[config.mk]
export PLATFORM = sky130hd
export DESIGN_NAME = serial_sub
export DESIGN_NICKNAME = d
export VERILOG_FILES = /design/src/rtl/serial_sub.sv
export SDC_FILE = /design/constraint.sdc
export NUM_CORES = 1
export LEC_CHECK = 0
export ABC_AREA = 1
export BUFFER_PORTS_ARGS = -buffer_cell sky130_fd_sc_hd__buf_2
export CAP_MARGIN = 15
export CELL_PAD_IN_SITES_DETAIL_PLACEMENT = 0
export CELL_PAD_IN_SITES_GLOBAL_PLACEMENT = 1
export CORE_MARGIN = 4
export CORE_UTILIZATION = 43
export CTS_CLUSTER_DIAMETER = 100
export DETAILED_ROUTE_END_ITERATION = 8
export GPL_TIMING_DRIVEN = 0
export PLACE_DENSITY_LB_ADDON = 0.1
export SLEW_MARGIN = 10
export SYNTH_ARGS = -nofsm -noshare
export SYNTH_HDL_FRONTEND = slang
export SYNTH_SLANG_ARGS = --single-unit
[constraint.sdc]
create_clock -name clk -period 2.9 [get_ports clk]
set_clock_uncertainty 0.15 [all_clocks]
set_input_delay 0.145 -clock clk [delete_from_list [all_inputs] [get_ports clk]]
set_output_delay 0.145 -clock clk [all_outputs]
set_load 0.01 [all_outputs]
[src/rtl/serial_sub.sv]
// rtl/serial_sub.sv - bit-serial A-B subtractor, LSB first, one full-adder cell plus carry flop
// Optional signed-overflow output enabled by defining SERIAL_SUB_OVF_EN.
module serial_sub #(
    parameter int W = 4
) (
    input  logic         clk,
    input  logic         rst_n,
    input  logic         start,
    input  logic [W-1:0] a,
    input  logic [W-1:0] b,
    output logic         busy,
    output logic         done,
    output logic [W:0]   diff
`ifdef SERIAL_SUB_OVF_EN
    ,
    output logic         ovf
`endif
);
    localparam int CW = (W > 1) ? $clog2(W) : 1;

    typedef enum logic [1:0] {
        S_IDLE  = 2'd0,
        S_SHIFT = 2'd1,
        S_DONE  = 2'd2
    } state_e;

    state_e        state_q, state_d;
    logic [W-1:0]  a_q, a_d;
    logic [W-1:0]  b_q, b_d;
    logic [W-1:0]  res_q, res_d;
    logic          carry_q, carry_d;
    logic [CW-1:0] cnt_q, cnt_d;
    logic [W:0]    diff_q, diff_d;
    logic          done_q, done_d;
    logic          nb, s, cout;
`ifdef SERIAL_SUB_OVF_EN
    logic          cmsb_q, cmsb_d;
    logic          ovf_q, ovf_d;
`endif

    // Single full-adder cell: a + ~b + carry, carry seeded with 1 for two's complement.
    assign nb   = ~b_q[0];
    assign s    = a_q[0] ^ nb ^ carry_q;
    assign cout = (a_q[0] & nb) | (a_q[0] & carry_q) | (nb & carry_q);

    always_comb begin
        state_d = state_q;
        a_d     = a_q;
        b_d     = b_q;
        res_d   = res_q;
        carry_d = carry_q;
        cnt_d   = cnt_q;
        diff_d  = diff_q;
        done_d  = 1'b0;
`ifdef SERIAL_SUB_OVF_EN
        cmsb_d  = cmsb_q;
        ovf_d   = ovf_q;
`endif
        case (state_q)
            S_IDLE: begin
                if (start) begin
                    a_d     = a;
                    b_d     = b;
                    carry_d = 1'b1;
                    cnt_d   = '0;
                    state_d = S_SHIFT;
                end
            end
            S_SHIFT: begin
                a_d     = a_q >> 1;
                b_d     = b_q >> 1;
                res_d   = {s, res_q[W-1:1]};
                carry_d = cout;
                cnt_d   = cnt_q + 1'b1;
                if (cnt_q == CW'(W - 1)) begin
                    state_d = S_DONE;
`ifdef SERIAL_SUB_OVF_EN
                    cmsb_d  = carry_q;
`endif
                end
            end
            S_DONE: begin
                diff_d  = {~carry_q, res_q};
                done_d  = 1'b1;
                state_d = S_IDLE;
`ifdef SERIAL_SUB_OVF_EN
                ovf_d   = cmsb_q ^ carry_q;
`endif
            end
            default: state_d = S_IDLE;
        endcase
    end

    always_ff @(posedge clk or negedge rst_n) begin
        if (!rst_n) begin
            state_q <= S_IDLE;
            a_q     <= '0;
            b_q     <= '0;
            res_q   <= '0;
            carry_q <= 1'b0;
            cnt_q   <= '0;
            diff_q  <= '0;
            done_q  <= 1'b0;
`ifdef SERIAL_SUB_OVF_EN
            cmsb_q  <= 1'b0;
            ovf_q   <= 1'b0;
`endif
        end else begin
            state_q <= state_d;
            a_q     <= a_d;
            b_q     <= b_d;
            res_q   <= res_d;
            carry_q <= carry_d;
            cnt_q   <= cnt_d;
            diff_q  <= diff_d;
            done_q  <= done_d;
`ifdef SERIAL_SUB_OVF_EN
            cmsb_q  <= cmsb_d;
            ovf_q   <= ovf_d;
`endif
        end
    end

    assign busy = (state_q != S_IDLE);
    assign done = done_q;
    assign diff = diff_q;
`ifdef SERIAL_SUB_OVF_EN
    assign ovf  = ovf_q;
`endif

endmodule

==> results of run 1 <==
## power breakdown
group | internal, W | leakage, nW | switching, W
logic | 0.000242 | 0.419 | 0.000357
clock network | 0.0000536 | 0.0150 | 0.0000943
registers | 0.000462 | 0.288 | 0.0000767
## logic make-up (layout without fill, tap and decap cells)
kind of cell | Yosys count | in the layout | share of synthesized area
compound gates | 14 | 14 | 0.09102
buf+inv | 24 | 54 | 0.1052
fa+ha+maj | 2 | 2 | 0.03073
simple gates | 56 | 56 | 0.2293
flops | 23 | 23 | 0.5437
## worst register-to-register path, stage by stage, from the launching register on
cell	delay, ns
dfrtp_1	0.39
inv_1	0.11
fa_1	0.42
o21ai_0	0.17
## per-layer routing
layer	vias up	track usage	routed length, µm
met2	17	0.1968	805
met3	4	0.02004	93
met1	342	0.1686	944
li1	420	-	-
met4	0	0.05960	35
met5	-	0	0
## per-stage QoR
stage	setup WS, ns	cell area [µm²]	utilization
6_report	1.455	1295	0.5690
5_1_grt	1.379	1295	0.5690
4_1_cts	1.434	1295	0.5690
3_5_place_dp	1.577	1179	0.5179
3_3_place_gp	1.639	1179	0.5179
2_1_floorplan	1.671	1059	-
## final timing paths
| path | start | end | slack (ns) | cells past startpoint |
|---|---|---|---|---|
| min in group asynchronous | rst_n | diff[2]$_DFFE_PN0P_ | 0.18 | 2 |
| worst min register to register | carry_q$_DFFE_PN0P_ | diff[4]$_DFFE_PN0P_ | 0.32 | 1 |
| max in group asynchronous | rst_n | cnt_q[1]$_DFFE_PN0P_ | 2.07 | 2 |
| worst max register to register | carry_q$_DFFE_PN0P_ | res_q[3]$_DFFE_PN0N_ | 1.59 | 3 |
| worst max-delay path | state_q[0]$_DFFE_PN0P_ | busy | 1.46 | 4 |
| worst min-delay path | start | b_q[1]$_DFFE_PN0P_ | 0.03 | 4 |
## sequential cells by signal, indices dropped and copies added (netlist names)
| register | count |
|---|---|
| diff | 5 |
| a_q | 4 |
| b_q | 4 |
| res_q | 4 |
| cnt_q | 2 |
| state_q | 2 |
| carry_q | 1 |
| done | 1 |
## cells in the final DEF, fill, tap and decap left out, drive strengths merged
| cell type | n |
|---|---|
| a21oi | 3 |
| buf | 19 |
| clkbuf | 4 |
| dfrtp | 23 |
| dlygate4sd3 | 9 |
| fa | 1 |
| ha | 1 |
| inv | 22 |
| nand2 | 45 |
| nand3 | 6 |
| nor2 | 5 |
| o21ai | 11 |
## final cells by class
cell class	instances	area, µm²
plain buffers	2	26.28
fillers	224	980.9
flip-flops and latches	23	575.6
repair buffers	26	175.2
clock buffers	4	26.28
multi-input cells	72	371.6
inverters	22	85.08
well taps	28	35.03
## timing repair
item,in CTS,in global routing
hold buffers,9,0
setup endpoints to repair,0,0
gates resized for setup,0,0
endpoints found under the hold margin,31,0
==> impl_metrics.yaml, run 1 <==
layout:
  final_net_count: 163
  syn2layout_area_growth_pct: 22.34
  antenna_cells: 0
  fin_cells: 177
  layout-drive-gt1-share: 0.2215
placed_design:
  hpwlAfterDp_um: 1269
  port_buffers: 17
  gp_congestion: 0.7211
  dpl.cell_count: 164
floorplanning:
  core_um2: 2276
  fp.dieW_um: 57.62
  fp.dieH_um: 57.62
  die_area_um2: 3319
  start_util: 0.4651
  ioPinCount: 18
  core.rowCount: 17
synthesis:
  synth_edf_count: 0
  synth_flop_cell: "dfrtp_1"
  synth_area_um2: 1059
  syn-mean-instance-area_um2: 8.895
  yosysMostFrequentCell: "nand2_1"
  syn_inst: 119
  synth_seq_cells: 23
  synth_nets: 132
  netlist_top_cells_area: "dfrtp_1 54%, nand2_1 15%, inv_1 7.1%"
  synth_top_cell_by_area: "dfrtp_1"
  netlist.area_leader.share: 0.5437
  ys_top_cells_by_count: "42 x nand2_1, 23 x dfrtp_1, 20 x inv_1"
  ys_seq_area_frac: 0.5437
  ys_types: 18
  synth-async-reset-ratio: 1.000
  yosys_warnings: 0
run:
  cap_violations: 0
sta:
  finalHoldViolations: 0
  finalHoldWorstSlack_ns: 0.03272
  clock.fmax_mhz: 692.2
  worst_slew_pin_slew_ns: 0.5236
  period_minus_slack_ns: 1.445
  finalCritPeriodShare: 0.4982
  rsz0062_at_grt: "false"
  maxSlewHeadroom: 0.6509
  slew_viol_final: 0
  tns_ns: 0
  finalSetupViolCount: 0
worst_setup_path:
  critical-path-max-stage-delay_ns: 0.43
  cp_cell_sequence: "buf_6 > inv_4 > nand2_1 > buf_2"
  crit_arrival_ns: 1.15
  worstSetupStartpointType: "flop"
  crit_required_ns: 2.61
  cp_max_fo: 10
  end_kind: "output port"
  crit_slowest_cell: "dfrtp_1"
  path_class: "flop to output port"
  critPathTopFamily: "flip-flops"
  crit_buf_inv: 3
clocking:
  clock_sinks: 23
  clkSlewWorstSetupHoldPaths_ns: 0.13
  clock_path_buffers: 2
  htreeDepth: 1
  clkLatencyLatePin_ns: 0.31
  tritoncts: "built"
  post_cts_buffers: 0
  clockRootBuffer: "clkbuf_4"
  cts-buffers-inserted: 3
global_routing:
  grt_max_degree: 24
  grt_overflow: 0
  antenna_found_initial: 0
  grt_use_total: 0.1252
  grt_pass1_wl_um: 3243
  grt_pass1_vias: 755
route:
  drc: 0
  first_pass_iters: 4
  via_per_inst: 4.424
  ant_nets: 0
  detail_route.wirelength_um: 1878
  num_vias: 783
  routedWlPerCell_um: 10.61
  drt-initial-drc-count: 20
power:
  total_power_w: 0.001285
  peakVddDrop_v: 0.0004709
  power-per-cell-area_nw_per_um2: 992.6
  leakage_nw: 0.7227
status:
  status: "finished, final reports clean"
worst_hold_path:
  hp-class: "primary input to flop"
No activity file was read; power rests on OpenSTA's default activity.
==> inputs of run 2 (changes only) <==
--- a/config.mk
+++ b/config.mk
@@ -5,13 +5,13 @@
 export SDC_FILE = /design/constraint.sdc
 export NUM_CORES = 1
 export LEC_CHECK = 0
-export ABC_AREA = 1
+export ABC_AREA = 0
 export BUFFER_PORTS_ARGS = -buffer_cell sky130_fd_sc_hd__buf_2
 export CAP_MARGIN = 15
 export CELL_PAD_IN_SITES_DETAIL_PLACEMENT = 0
 export CELL_PAD_IN_SITES_GLOBAL_PLACEMENT = 1
 export CORE_MARGIN = 4
-export CORE_UTILIZATION = 43
+export CORE_UTILIZATION = 39
 export CTS_CLUSTER_DIAMETER = 100
 export DETAILED_ROUTE_END_ITERATION = 8
 export GPL_TIMING_DRIVEN = 0
==> constraint.sdc (replaced) <==
create_clock -name clk -period 1.3 [get_ports clk]
set_clock_uncertainty 0.15 [all_clocks]
set_input_delay 0.065 -clock clk [delete_from_list [all_inputs] [get_ports clk]]
set_output_delay 0.065 -clock clk [all_outputs]
set_load 0.01 [all_outputs]
==> run 2 against run 1 <==
Largest power group unchanged. Power rose to 2.7 times the previous value. Via count fell by 4.5%. Synthesized cell count fell by 36%. Setup slack got worse by 1.7 ns. First-iteration DRC count rose by 15%. Die area rose by 6.1%. The run now ends with negative setup slack left. Hold slack improved by 0.0078 ns.
==> impl_metrics.yaml, run 2 <==
worst_setup_path:
  path_class: "flop to flop"
  crit_arrival_ns: 1.56
  end_kind: "flop"
  worstSetupStartpointType: "flop"
  r2r_slack_ns: -0.20
  crit_required_ns: 1.36
  cp_max_fo: 5
sta:
  finalSetupViolCount: 20
  slew_viol_final: 0
  layout_setup_ws_ns: -0.2043
  period_minus_slack_ns: 1.504
  finalCritPeriodShare: 1.157
  clock.fmax_mhz: 664.8
  rsz0062_at_grt: "true"
  maxSlewHeadroom: 0.6602
  finalHoldViolations: 0
  worst_slew_pin_slew_ns: 0.5097
placed_design:
  gp_congestion: 0.6668
  dpl.cell_count: 123
  port_buffers: 17
  dp_slack_ns: -0.1930
  hpwlAfterDp_um: 1274
synthesis:
  ys_top_cells_by_count: "23 x dfrtp_1, 7 x inv_1, 7 x mux2_2"
  synth_flop_cell: "dfrtp_1"
  ys_seq_area_frac: 0.5596
  synth-async-reset-ratio: 1.000
  ys_types: 25
  netlist.area_leader.share: 0.5596
  synth_area_um2: 1028
  syn-mean-instance-area_um2: 13.53
  synth_nets: 89
  yosys_warnings: 0
  syn_inst: 76
  netlist_top_cells_area: "dfrtp_1 56%, mux2_2 7.7%, o221a_2 6.6%"
  synth_top_cell_by_area: "dfrtp_1"
  yosysMostFrequentCell: "dfrtp_1"
  synth_seq_cells: 23
  synth_edf_count: 0
route:
  drt-initial-drc-count: 23
  ant_nets: 0
  routedWlPerCell_um: 15.06
  detail_route.wirelength_um: 2214
  drc: 0
  via_per_inst: 5.088
  num_vias: 748
  first_pass_iters: 3
power:
  p_sw_frac: 0.3201
  clockPowerShare: 0.096
  leakage_nw: 0.7131
  power-per-cell-area_nw_per_um2: 2309
  p_int_w: 0.002327
  peakVddDrop_v: 0.001359
  combPwrFrac: 0.527
  p_sw_w: 0.001096
  sequentialPowerShare: 0.377
layout:
  syn2layout_area_growth_pct: 44.16
  antenna_cells: 0
  largest_reg_flops: 5
  layout-drive-gt1-share: 0.5299
  final_net_count: 131
  fin_cells: 147
  final_common_cell: "dfrtp_1"
  layout_common_cells: "21 x dfrtp_1, 16 x buf_2, 8 x dlygate4sd3_1"
  nFillCells: 219
status:
  violations: "negative setup slack"
  status: "complete, but fails checks"
clocking:
  clkLatencyLatePin_ns: 0.31
  clockRootBuffer: "clkbuf_4"
  htreeDepth: 1
  tritoncts: "built"
  clkSlewWorstSetupHoldPaths_ns: 0.13
  clock_path_buffers: 2
  clock_sinks: 23
  cts-buffers-inserted: 3
global_routing:
  grt_pass1_wl_um: 3877
  grt_overflow: 0
  grt_pass1_vias: 810
  grt_use_total: 0.1501
  grt_max_degree: 24
  antenna_found_initial: 0
floorplanning:
  fp.dieH_um: 59.36
  start_util: 0.4114
  core.rowCount: 18
  fp.dieW_um: 59.36
  die_area_um2: 3523
  core_um2: 2500
  ioPinCount: 18
worst_hold_path:
  hp-class: "primary input to flop"
run:
  cap_violations: 0
[run 2: changes by cell type after synthesis, sizes merged, moves of 4 or more]
cell | previous run | this run
nand2 | 45 | 0
inv | 22 | 7
o21ai | 11 | 0
mux2 | 0 | 8
nand3 | 6 | 0
o221a | 0 | 6
or4b | 0 | 6
nor2 | 5 | 1
[run 2: kinds of logic (layout without fill, tap and decap cells)]
family,after synthesis,after routing,synth area share
adder cells (fa/ha/maj),2,2,0.03163
multiplexers,10,10,0.1071
AND/OR/NAND/NOR,16,16,0.1290
flip-flops,23,23,0.5596
buffers and inverters,13,53,0.06083
AO/OA/AOI/OAI,12,13,0.1119
[run 2: power by group through the flow]
stage	clock (W)	sequential, W	combinational [W]
after floorplan	0	0.00127	0.000909
after global placement	0	0.00128	0.00119
after detailed placement	0	0.00128	0.00122
after CTS	0.000348	0.00127	0.00149
after global routing	0.000390	0.00133	0.00198
final	0.000329	0.00129	0.00181
[run 2: final cells by class]
cell class | instances | area, µm² | area share
repair buffers | 37 | 292.8 | 0.1975
multi-input cells | 41 | 466.7 | 0.3148
clock buffers | 3 | 22.52 | 0.01519
clock inverters | 1 | 5.005 | 0.003376
plain buffers | 5 | 53.80 | 0.03629
flip-flops and latches | 23 | 578.1 | 0.3899
inverters | 7 | 26.28 | 0.01772
well taps | 30 | 37.54 | 0.02532
[run 2: routing by layer]
metal	share of wire	global-route usage	vias to the layer above
li1	-	-	360
met1	0.45	0.1898	374
met2	0.51	0.2480	12
met3	0.031	0.03922	2
met4	0.0090	0.04854	0
met5	0	0	-
[run 2: worst paths after layout]
| check | from | end | depth (start not counted) |
|---|---|---|---|
| min in group asynchronous | rst_n | diff[1]$_DFFE_PN0P_ | 2 |
| hold reg to reg | cnt_q[0]$_DFFE_PN0P_ | cnt_q[0]$_DFFE_PN0P_ | 1 |
| setup reg to reg | state_q[1]$_DFFE_PN0P_ | a_q[0]$_DFFE_PN0P_ | 3 |
| hold / removal | b[3] | b_q[3]$_DFFE_PN0P_ | 3 |
| max in group asynchronous | rst_n | state_q[0]$_DFFE_PN0P_ | 2 |
| setup / recovery | state_q[1]$_DFFE_PN0P_ | a_q[0]$_DFFE_PN0P_ | 3 |
[run 2: per-stage QoR]
stage                     utilization  TNS (ns)  power (W)  area [µm²]  hold slack [ns]
after floorplan                     -   -0.5402   0.002180        1056          -0.3806
after global placement         0.4715    -1.754   0.002471        1179         -0.08103
after detailed placement       0.4715    -1.768   0.002506        1179         -0.07901
after CTS                      0.5480    -2.468   0.003106        1370         0.008201
after global routing           0.5931    -3.721   0.003707        1483          0.02146
final                          0.5931    -2.754   0.003423        1483          0.04050
[run 2: timing repair]
item,CTS,global route
setup buffers,7,4
gates resized for setup,11,13
setup endpoints to repair,19,23
pin swaps,7,3
hold buffers,7,1
cloned,1,1
hold endpoints to repair,29,1
[run 2: worst max-delay path: stages, from the launching register on]
cell and delay, ns:
dfrtp_2 0.47, buf_6 0.14, or4b_1 0.51, o221a_2 0.13
